[config.mk]
export PLATFORM = sky130hd
export DESIGN_NAME = lbus_access_ctrl
export DESIGN_NICKNAME = d
export VERILOG_FILES = /design/src/rtl/lbus_access_ctrl.sv
export SDC_FILE = /design/constraint.sdc
export NUM_CORES = 1
export LEC_CHECK = 0
export CORE_AREA = 4 4 112 61
export CTS_BUF_LIST = sky130_fd_sc_hd__clkbuf_8
export DETAILED_ROUTE_END_ITERATION = 10
export DIE_AREA = 0 0 116 65
export PLACE_DENSITY = 0.84
export SETUP_SLACK_MARGIN = 0.15
export SLEW_MARGIN = 5
export SYNTH_ARGS = -nofsm -noshare
export SYNTH_HDL_FRONTEND = slang
export SYNTH_SLANG_ARGS = --single-unit
[constraint.sdc]
create_clock -name CLK_32 -period 2.3 [get_ports CLK_32]
set_clock_uncertainty 0.1 [all_clocks]
set_input_delay 0.46 -clock CLK_32 [delete_from_list [all_inputs] [get_ports CLK_32]]
set_output_delay 0.46 -clock CLK_32 [all_outputs]
set_load 0.02 [all_outputs]
[src/rtl/lbus_access_ctrl.sv]
// Wishbone-classic to local-bus access controller: captures a master cycle and
// drives a timed access window downstream. Optional timeout: define LBUS_TIMEOUT_EN.
module lbus_access_ctrl #(
    parameter int WB_DATA_WIDTH = 16,
    parameter int WB_ADDR_WIDTH = 16,
    parameter int HOLD_CYC      = 4,
    parameter int TIMEOUT_CYC   = 255
) (
    input  logic                     CLK_32,
    input  logic                     RESET_N,
    input  logic                     Cyc_i,
    input  logic                     Stb_i,
    input  logic                     We_i,
    input  logic [WB_ADDR_WIDTH-1:0] Adr_i,
    input  logic [WB_DATA_WIDTH-1:0] Dat_i,
    output logic [WB_DATA_WIDTH-1:0] Dat_o,
    output logic                     Ack_o,
    output logic                     Err_o,
    output logic [WB_ADDR_WIDTH-1:0] Adr_slave_i_lbus_reg,
    output logic                     We_slave_i_lbus_reg,
    output logic [WB_DATA_WIDTH-1:0] Dat_slave_io_lbus,
    output logic                     ack_access_str,
    output logic                     ack_access_reg_3,
    input  logic                     ack_set_reg,
    input  logic [WB_DATA_WIDTH-1:0] Dat_slave_o_lbus,
    output logic                     Busy_o
);

    typedef enum logic [2:0] {
        S_IDLE,
        S_STR,
        S_WAIT,
        S_DONE,
        S_GAP
    } state_t;

    localparam logic [7:0] HOLD_C = 8'(HOLD_CYC);

    state_t                     r_state;
    state_t                     w_next;
    logic [7:0]                 r_cnt;
    logic [WB_DATA_WIDTH-1:0]   r_dat_o;
    logic [WB_ADDR_WIDTH-1:0]   r_adr;
    logic                       r_we;
    logic [WB_DATA_WIDTH-1:0]   r_dat;
    logic                       w_done_ok;

`ifdef LBUS_TIMEOUT_EN
    localparam logic [7:0] TIMEOUT_C = 8'(TIMEOUT_CYC);
    logic                       w_done_to;
    logic                       r_err;
`endif

    // NOTE: every signal assigned in always_comb gets a default first so no latch is inferred.
    always_comb begin
        w_next    = r_state;
        w_done_ok = 1'b0;
`ifdef LBUS_TIMEOUT_EN
        w_done_to = 1'b0;
`endif
        unique case (r_state)
            S_IDLE: if (Cyc_i && Stb_i) w_next = S_STR;
            S_STR:  w_next = Cyc_i ? S_WAIT : S_IDLE;
            S_WAIT: begin
                // A dropped cycle aborts even if the downstream completes now.
                if (!Cyc_i) begin
                    w_next = S_IDLE;
                end else if (ack_set_reg && (r_cnt >= HOLD_C)) begin
                    w_next    = S_DONE;
                    w_done_ok = 1'b1;
                end
`ifdef LBUS_TIMEOUT_EN
                else if (r_cnt >= TIMEOUT_C) begin
                    w_next    = S_DONE;
                    w_done_to = 1'b1;
                end
`endif
            end
            S_DONE: w_next = S_GAP;
            S_GAP:  if (!Stb_i || !Cyc_i) w_next = S_IDLE;
            default: w_next = S_IDLE;
        endcase
    end

    // NOTE: sequential state uses non-blocking assignments so all registers update together.
    always_ff @(posedge CLK_32) begin
        if (!RESET_N) begin
            r_state <= S_IDLE;
            r_cnt   <= 8'd0;
            r_dat_o <= '0;
            r_adr   <= '0;
            r_we    <= 1'b0;
            r_dat   <= '0;
`ifdef LBUS_TIMEOUT_EN
            r_err   <= 1'b0;
`endif
        end else begin
            r_state <= w_next;

            if (r_state == S_IDLE && w_next == S_STR) begin
                r_adr <= Adr_i;
                r_we  <= We_i;
                r_dat <= Dat_i;
            end

            if (r_state == S_STR) begin
                r_cnt <= 8'd1;
            end else if (r_state == S_WAIT) begin
                if (r_cnt != 8'hFF) r_cnt <= r_cnt + 8'd1;
            end else begin
                r_cnt <= 8'd0;
            end

            if (w_done_ok && !r_we) r_dat_o <= Dat_slave_o_lbus;
`ifdef LBUS_TIMEOUT_EN
            if (w_done_to) r_dat_o <= '1;
            r_err <= w_done_to;
`endif
        end
    end

    assign Dat_o                = r_dat_o;
    assign Adr_slave_i_lbus_reg = r_adr;
    assign We_slave_i_lbus_reg  = r_we;
    assign Dat_slave_io_lbus    = r_dat;
    assign ack_access_str       = (r_state == S_STR);
    assign ack_access_reg_3     = (r_state == S_STR) || (r_state == S_WAIT);
    assign Busy_o               = (r_state != S_IDLE);

`ifdef LBUS_TIMEOUT_EN
    assign Ack_o = (r_state == S_DONE) && !r_err;
    assign Err_o = (r_state == S_DONE) &&  r_err;
`else
    assign Ack_o = (r_state == S_DONE);
    assign Err_o = 1'b0;
`endif

endmodule

==> summary.md <==
| Metric | Value |
|---|---|
| Status | `completed` |
| Worst VDD drop | `0.4767 mV` |
| Hold-fix buffers, CTS | `0` |
| GPL Wtd Cong | `0.8970` |
| Layout cells sized above 1 | `7.980%` |
| Final Net Count | `452` |
| Drt total wl | `7642 um` |
| Core ar. | `0.005856 mm2` |
| H-tree depth | `3` |
| Clk_lat worst skew | `0.33 ns` |
| Clock transition at path regs | `0.06 ns` |
| Leak | `1.390 nW` |
| Post-Synthesis Cells | `292` |
| CTS tree | `yes` |
| Die Y | `65 um` |
| First-pass GRT wire length | `11,510 um` |
| Measured slew at the worst slew-check pin | `0.7215 ns` |
| Area Growth Syn to Fin | `53.73%` |
| Most frequent cells in the layout | `101 x clkdlybuf4s50_1, 60 x dfxtp_1, 38 x nand2_1` |
| Routed Antenna Nets | `0` |
| Syn Std Cell Area | `0.002512 mm2` |
| Fillers | `489` |
| Number of buffers created by CTS | `9` |
| Top FF cell, synth | `dfxtp_1` |
| Synth cell types | `37` |
| Worst setup SP type | `flip-flop` |
| Postcts setup bufs | `0` |
| GR Util All Layers | `19.78%` |
| Clk sinks | `60` |
| Port bufs | `106` |
| Vias per cell | `5.335` |
| Final Hold Vio Count | `0` |
| Ys async rst share | `0%` |
| Placed Cells | `462` |
| Non-filler instance count after layout | `478` |
| DRT iter0 DRCs | `270` |
| TritonRoute pass-1 iters | `4` |
| Rows | `20` |
| Clock Path Buffers | `2` |
| # DRC | `0` |
| CP Class | `reg2out` |
| CP Max Fanout | `7` |
| Post-Syn Area per Cell | `8.604 um2` |
| Final setup vio count | `0` |
| Vias in the first global route | `2,314` |
| Post-synth EDFFs | `0` |
| RSZ-0062 raised after global routing | `no` |
| Clk root buf | `clkbuf_8` |
| Net Count, Synth | `348` |
| Fmax | `483.4 MHz` |
| Synth Warn # | `0` |
| Die X | `116 um` |
| Final period util | `89.94%` |
| Commonest non-fill, non-tap cell in the layout | `clkdlybuf4s50_1` |
| PD cells | `608.6 mW/mm2` |
| Wire per inst | `15.99 um` |
| Critical Path End Type | `output pin` |
| Congestion Overflow GR | `0` |
| Critical Path RT | `1.74 ns` |
| Final max-slew violation count | `0` |
| Normalized max-slew margin | `51.46%` |
| Number of diodes | `0` |
| Starting Density | `42.91%` |
| Die area | `0.007540 mm2` |
| Vias | `2,550` |
| DP Wirelength | `5478 um` |
| FF+latch count, synth | `60` |
| Max_cap viols | `0` |
| Critical path arrival | `1.51 ns` |
| Register area | `0.001201 mm2` |
| Pin count of the biggest net entering global routing | `53` |
| Initial antenna violation count | `0` |
| Multi-input logic area | `0.001202 mm2` |
| Sequential cell area fraction in the yosys report | `47.81%` |
| Setup_tns | `0 ns` |
| HP Class | `reg2reg` |
| Crit path time final | `2.069 ns` |
| I/O Pins | `108` |
## cell type report
class                           count  share of cell area [%]
Sequential cell                    60                   31.10
Multi-Input combinational cell    203                   31.13
Tap cell                           77                   2.494
Inverter                            5                  0.4859
Clock buffer                       10                   3.563
Clock inverter                      6                   1.652
Timing Repair Buffer              117                   29.58
## cells by family after synthesis
group | synth area share [%]
compound gates | 20.42
mux | 6.374
simple gates | 19.47
buf+inv | 4.781
other cells | 0.1493
flops | 47.81
fa+ha+maj | 0.9959
## power by group
group          switching (mW)  internal [mW]  total (mW)  leakage (nW)
Sequential             0.0151           1.07        1.08         0.487
Combinational           0.153          0.166       0.319         0.804
Clock                   0.421          0.527       0.949        0.0983
Total                   0.590           1.76        2.35          1.39
## per-stage QoR
stage | setup WS, ns | power (mW) | util (%) | instance area (um2) | hold slack, ns
2_1_floorplan | 0.3945 | 1.239 | - | 2512 | 0.3678
3_3_place_gp | 0.1627 | 1.421 | 62.59 | 3665 | 0.3413
3_5_place_dp | 0.1397 | 1.426 | 62.59 | 3665 | 0.3465
4_1_cts | 0.05391 | 2.377 | 66.03 | 3866 | 0.3549
5_1_grt | 0.1515 | 2.457 | 65.96 | 3862 | 0.3713
6_report | 0.2314 | 2.351 | 65.96 | 3862 | 0.3625
## cell usage after synthesis (2+ instances only)
master | instances | share of area [%]
a21boi_0 | 18 | 5.4
a21oi_1 | 18 | 3.6
a31oi_1 | 4 | 1.0
and2_1 | 2 | 0.50
and3_1 | 4 | 1.0
clkbuf_1 | 22 | 3.3
dfxtp_1 | 60 | 48
ha_1 | 2 | 1.0
inv_1 | 5 | 0.75
mux2i_1 | 16 | 6.4
nand2_1 | 38 | 5.7
nand3_1 | 35 | 7.0
nor2_1 | 5 | 0.75
nor3_1 | 4 | 0.80
nor4_1 | 2 | 0.50
o21ai_0 | 35 | 7.0
o21bai_1 | 2 | 0.60
## path summary, 6_finish.rpt
check / start / end / slack, ns / cells after the start
min reg2reg: Dat_o[0]$_SDFFE_PN0P_ / Dat_o[0]$_SDFFE_PN0P_ / 0.36 / 2
max: r_state[2]$_SDFF_PN0_ / ack_access_reg_3 / 0.23 / 4
min: Dat_o[0]$_SDFFE_PN0P_ / Dat_o[0]$_SDFFE_PN0P_ / 0.36 / 2
max reg2reg: r_state[2]$_SDFF_PN0_ / Dat_o[4]$_SDFFE_PN0P_ / 0.56 / 5
## critical path, stage by stage (launching register included)
cell	delay, ns
dfxtp_1	0.39
or3b_1	0.41
nor2b_1	0.15
inv_1	0.07
clkbuf_2	0.17
## timing repair
| action | CTS | global route |
|---|---|---|
| hold endpoints to repair | 0 | 0 |
| gates resized for setup | 5 | 2 |
| setup endpoints to repair | 4 | 1 |
| pin swaps | 0 | 0 |
## layer usage
layer	routed length (um)	GRT usage (%)	part of all wire [%]	vias to the layer above
li1	-	-	-	1235
met1	3542	27.33	46	1199
met2	3154	28.08	41	111
met3	904	8.769	12	5
met4	40	4.776	0.52	0
met5	0	0	0	-
No activity file was read; power rests on OpenSTA's default activity.
